File: src/rtl/alu_pkg.sv
// Shared opcode and status-flag definitions for the alu_reg block.
package alu_pkg;

    // Opcode encoding as driven by the decoder
    typedef enum logic [3:0] {
        OP_ADD  = 4'd0,
        OP_SUB  = 4'd1,
        OP_AND  = 4'd2,
        OP_OR   = 4'd3,
        OP_XOR  = 4'd4,
        OP_NOT  = 4'd5,
        OP_NAND = 4'd6,
        OP_NOR  = 4'd7,
        OP_XNOR = 4'd8,
        OP_SHL  = 4'd9,
        OP_SHR  = 4'd10,
        OP_INC  = 4'd11,
        OP_DEC  = 4'd12,
        OP_ROL  = 4'd13,
        OP_ROR  = 4'd14,
        OP_PASS = 4'd15
    } alu_op_e;

    // Status flags produced alongside every result
    typedef struct packed {
        logic zero;
        logic carry;
        logic overflow;
        logic negative;
    } alu_flags_t;

endpackage

File: src/rtl/alu_datapath.sv
// Combinational ALU core: result and flags from (x, y, sel), no state.
module alu_datapath
    import alu_pkg::*;
#(
    parameter int WIDTH = 8
) (
    input  logic [WIDTH-1:0] x,
    input  logic [WIDTH-1:0] y,
    input  logic [3:0]       sel,
    output logic [WIDTH-1:0] r,
    output alu_flags_t       flags
);

    localparam int MSB = WIDTH - 1;
    // Most positive / most negative two's complement values
    localparam logic [WIDTH-1:0] SMAX = {1'b0, {(WIDTH-1){1'b1}}};
    localparam logic [WIDTH-1:0] SMIN = {1'b1, {(WIDTH-1){1'b0}}};
    localparam logic [WIDTH-1:0] ONES = {WIDTH{1'b1}};
    localparam logic [WIDTH-1:0] ONE  = {{(WIDTH-1){1'b0}}, 1'b1};

    // One extra bit on the adders so the top bit is the carry / borrow
    logic [WIDTH:0] sum_full;
    logic [WIDTH:0] diff_full;

    assign sum_full  = {1'b0, x} + {1'b0, y};
    assign diff_full = {1'b0, x} - {1'b0, y};

    // Opcode decode; every path assigns result, carry and overflow
    always_comb begin
        r              = '0;
        flags.carry    = 1'b0;
        flags.overflow = 1'b0;
        unique case (alu_op_e'(sel))
            OP_ADD: begin
                r              = sum_full[MSB:0];
                flags.carry    = sum_full[WIDTH];
                flags.overflow = (x[MSB] == y[MSB]) && (sum_full[MSB] != x[MSB]);
            end
            OP_SUB: begin
                r              = diff_full[MSB:0];
                flags.carry    = diff_full[WIDTH];
                flags.overflow = (x[MSB] != y[MSB]) && (diff_full[MSB] != x[MSB]);
            end
            OP_AND:  r = x & y;
            OP_OR:   r = x | y;
            OP_XOR:  r = x ^ y;
            OP_NOT:  r = ~x;
            OP_NAND: r = ~(x & y);
            OP_NOR:  r = ~(x | y);
            OP_XNOR: r = ~(x ^ y);
            OP_SHL: begin
                r           = x << 1;
                flags.carry = x[MSB];
            end
            OP_SHR: begin
                r           = x >> 1;
                flags.carry = x[0];
            end
            OP_INC: begin
                r              = x + ONE;
                flags.carry    = (x == ONES);
                flags.overflow = (x == SMAX);
            end
            OP_DEC: begin
                r              = x - ONE;
                flags.carry    = (x == '0);
                flags.overflow = (x == SMIN);
            end
            OP_ROL: begin
                r           = {x[MSB-1:0], x[MSB]};
                flags.carry = x[MSB];
            end
            OP_ROR: begin
                r           = {x[0], x[MSB:1]};
                flags.carry = x[0];
            end
            OP_PASS: r = x;
        endcase
    end

    assign flags.zero     = (r == '0);
    assign flags.negative = r[MSB];

endmodule

File: src/rtl/alu_reg.sv
// ALU with one output register stage: 1-cycle latency, one op per cycle.
module alu_reg
    import alu_pkg::*;
#(
    parameter int WIDTH = 8
) (
    input  logic             clk,
    input  logic             rst,
    input  logic             in_valid,
    input  logic [WIDTH-1:0] x,
    input  logic [WIDTH-1:0] y,
    input  logic [3:0]       sel,
    output logic [WIDTH-1:0] out,
    output logic             zero,
    output logic             carry,
    output logic             overflow,
    output logic             negative,
    output logic             out_valid
);

    logic [WIDTH-1:0] alu_r;
    alu_flags_t       alu_flags;

    logic [WIDTH-1:0] out_d,   out_q;
    alu_flags_t       flags_d, flags_q;
    logic             valid_d, valid_q;

    alu_datapath #(
        .WIDTH (WIDTH)
    ) u_datapath (
        .x     (x),
        .y     (y),
        .sel   (sel),
        .r     (alu_r),
        .flags (alu_flags)
    );

    // Capture a new result only on valid input; otherwise hold the last one
    always_comb begin
        out_d   = out_q;
        flags_d = flags_q;
        valid_d = in_valid;
        if (in_valid) begin
            out_d   = alu_r;
            flags_d = alu_flags;
        end
    end

    // Output register with synchronous reset taking priority over in_valid
    always_ff @(posedge clk) begin
        if (rst) begin
            out_q   <= '0;
            flags_q <= '0;
            valid_q <= 1'b0;
        end else begin
            out_q   <= out_d;
            flags_q <= flags_d;
            valid_q <= valid_d;
        end
    end

    assign out       = out_q;
    assign zero      = flags_q.zero;
    assign carry     = flags_q.carry;
    assign overflow  = flags_q.overflow;
    assign negative  = flags_q.negative;
    assign out_valid = valid_q;

endmodule

File: config.mk
export PLATFORM = sky130hd
export DESIGN_NAME = alu_reg
export DESIGN_NICKNAME = d
export VERILOG_FILES = /design/src/rtl/alu_pkg.sv /design/src/rtl/alu_datapath.sv /design/src/rtl/alu_reg.sv
export SDC_FILE = /design/constraint.sdc
export NUM_CORES = 1
export LEC_CHECK = 0
export ABC_CLOCK_PERIOD_IN_PS = 8400
export CAP_MARGIN = 20
export CORE_MARGIN = 4
export CORE_UTILIZATION = 25
export DETAILED_ROUTE_END_ITERATION = 8
export SKIP_LAST_GASP = 1
export SLEW_MARGIN = 40
export SYNTH_ARGS = -nofsm -noshare
export SYNTH_HDL_FRONTEND = slang
export SYNTH_SLANG_ARGS = --single-unit
File: constraint.sdc
create_clock -name clk -period 8.4 [get_ports clk]
set_input_delay 2.52 -clock clk [delete_from_list [all_inputs] [get_ports clk]]
set_output_delay 2.52 -clock clk [all_outputs]
set_load 0.01 [all_outputs]
==> reports/summary.txt <==
Outcome -> completed
Final min period -> 6.172 ns
Largest net degree at the start of global routing -> 44
Ratio of cells with drive above 1 in the final layout -> 5.013%
Final Worst Setup Slack -> 2.228 ns
H-tree levels -> 1
Worst-skew pair later-pin latency -> 0.23 ns
Vias -> 3,164
GR Overflow Total -> 0
Avg Inst Size Synth -> 6.920 µm²
Fraction of registers with async set/reset -> 0%
Final Setup Violations -> 0
# port buffers -> 35
Initial Util -> 25.91%
Power Dens Cells -> 91.73 mW/mm²
Hold depth -> 2
RSZ-0062 raised after global routing -> no
Clock skew -> 0 ns
Leak -> 1.210 nW
Post-synth top area cell -> ha_1
Slew Limit Fails -> 0
Worst reg2reg path depth -> 3
Post-Synthesis Cells -> 390
Total CTS buffers -> 3
Post-synthesis sequential area ratio -> 8.901%
CP max-delay cell -> and4bb_1
GRT Overall Usage -> 14.29%
FF+latch count, synth -> 12
Mapped Nets -> 440
HPWL Detailed -> 6998 µm
Fin. Hold Viols -> 0
Die Y -> 111.9 µm
Routability cong. -> 1.022
Syn-to-layout area delta -> 16.55%
Crit-path max cell delay -> 0.61 ns
Critical path arrival -> 6.35 ns
CTS tree -> yes
1st-pass router iterations -> 7
1st-iter DRT viols -> 500
Top_reg_cell synth -> dfxtp_1
Root Buffer -> clkbuf_8
Die Footprint -> 0.01252 mm²
Hold Crit Class -> reg2reg
Max_slew headroom -> 51.58%
# diodes -> 0
Post-synth EDFFs -> 0
Max-Cap Viols -> 0
Non-Filler Instances -> 535
WS Path Type -> in2reg
Cell Chain, Critical Path -> clkdlybuf4s50_1 -> buf_4 -> and4bb_1 -> xnor2_1 -> ha_1 -> nor2_1 -> xnor2_1 -> a32o_1 -> a31o_1 -> o32a_1 -> or4_4 -> nor4_2 -> a31o_1
Post-Syn Area -> 0.002699 mm²
Synth top area share -> 11.59%
Clock slew at reported path FFs -> 0.05 ns
CP Launch Type -> primary input
Wire per inst -> 17.63 µm
Post-synth top cells -> nor2_1 (37), a21oi_1 (30), inv_1 (26), ha_1 (25), o21ai_0 (25)
Setup Buffers After CTS -> 0
Number of clock sinks -> 12
CTS Hold Bufs -> 0
FP Rows -> 37
Most frequent cell after synthesis -> nor2_1
Synth top area cells -> ha_1 (12%), dfxtp_1 (8.9%), a21oi_1 (5.6%)
CP max FO -> 43
Design Power -> 0.0002886 W
CTS resizes -> 0
Placed Cells -> 531
Ports -> 36
Chip width -> 111.9 µm
Peak supply drop -> 0.05558 mV
Peak Freq -> 162.0 MHz
Routed Wire Length -> 9430 µm
Initial antenna violation count -> 0
Worst Tran Pin Value -> 0.7196 ns
Yosys cell types -> 69
Final ANT Viol Nets -> 0
Filler cells -> 1,136
Setup WS pre-CTS -> 2.068 ns
CORE AREA -> 0.01042 mm²
Vias in the first global route -> 2,858
First-pass GRT wire length -> 15,060 µm
Yosys warns -> 0
Max Root-Sink Buffers -> 2
Crit. End Element -> flop
Tcrit/Tclk final -> 73.48%
Drt drc -> 0
Via-per-instance ratio -> 5.914
NumNets Final -> 450
CP Data Required Time -> 8.58 ns
Setup TNS -> 0 ns
-- stage by stage --
stage | utilization, % | hold WS [ns] | area, µm²
3_5_place_dp | 29.67 | 0.4761 | 3090
5_1_grt | 30.20 | 0.5153 | 3146
3_3_place_gp | 29.67 | 0.4714 | 3090
6_report | 30.20 | 0.4853 | 3146
4_1_cts | 30.20 | 0.4859 | 3146
2_1_floorplan | - | 0.4934 | 2699
-- flip-flops by register name, summed over array words and instances, names as in the netlist --
register,cells
out,8
overflow,1
out_valid,1
carry,1
zero,1
-- cell type report --
class	count	area, µm²	share of cell area (%)
multi-input cells	316	2191	69.65
flip-flops and latches	12	240.2	7.637
inverters	27	101.3	3.222
well taps	136	170.2	5.410
repair buffers	40	387.9	12.33
clock buffers	4	55.05	1.750
-- critical path, delay by kind of cell --
| kind | cells | cell delay (ns) |
|---|---|---|
| simple gates | 4 | 1.40 |
| fa+ha+maj | 1 | 0.29 |
| compound gates | 4 | 0.94 |
| xor+xnor | 2 | 0.36 |
| buf+inv | 2 | 0.83 |
-- cells by family (layout without fill, tap and decap cells) --
group	count (synthesis)	after routing	synth area share [%]
AO/OA/AOI/OAI	128	128	32.27
XOR/XNOR	13	13	4.219
adder cells (fa/ha/maj)	27	27	13.07
buffers and inverters	62	71	9.921
flip-flops	12	12	8.901
multiplexers	13	13	5.007
AND/OR/NAND/NOR	135	135	26.61
-- layout by cell type (no fill, tap or decap), types with 6 or more instances in the layout --
cell	count
o21ai_0	25
clkdlybuf4s50_1	35
dfxtp_1	12
a31oi_1	9
nor3_1	21
and3_1	7
mux2i_1	9
nand3_1	6
nand2_1	24
xnor2_1	10
o22ai_1	6
nor2_1	37
a21oi_1	30
ha_1	25
inv_1	26
-- where the power goes --
group / switching [W] / internal [W]
registers: 0.00000220 / 0.0000613
clock network: 0.0000194 / 0.0000413
logic: 0.0000973 / 0.0000671
total: 0.000119 / 0.000170
-- routing by layer --
metal	share of wire [%]	up-vias	wire [µm]	track usage, %
met1	42	1431	3962	19.82
li1	-	1471	-	-
met5	0	-	0	0
met2	42	220	3999	21.82
met3	10	42	986	2.446
met4	5.1	0	481	5.839
-- path summary, 6_finish.rpt --
kind	slack [ns]	end	from
max reg2reg	7.60	out[7]	out[7]
max	2.23	zero	sel[2]
min reg2reg	0.49	out[6]	out[6]
min	0.49	out[6]	out[6]
No activity file was read; power rests on OpenSTA's default activity.
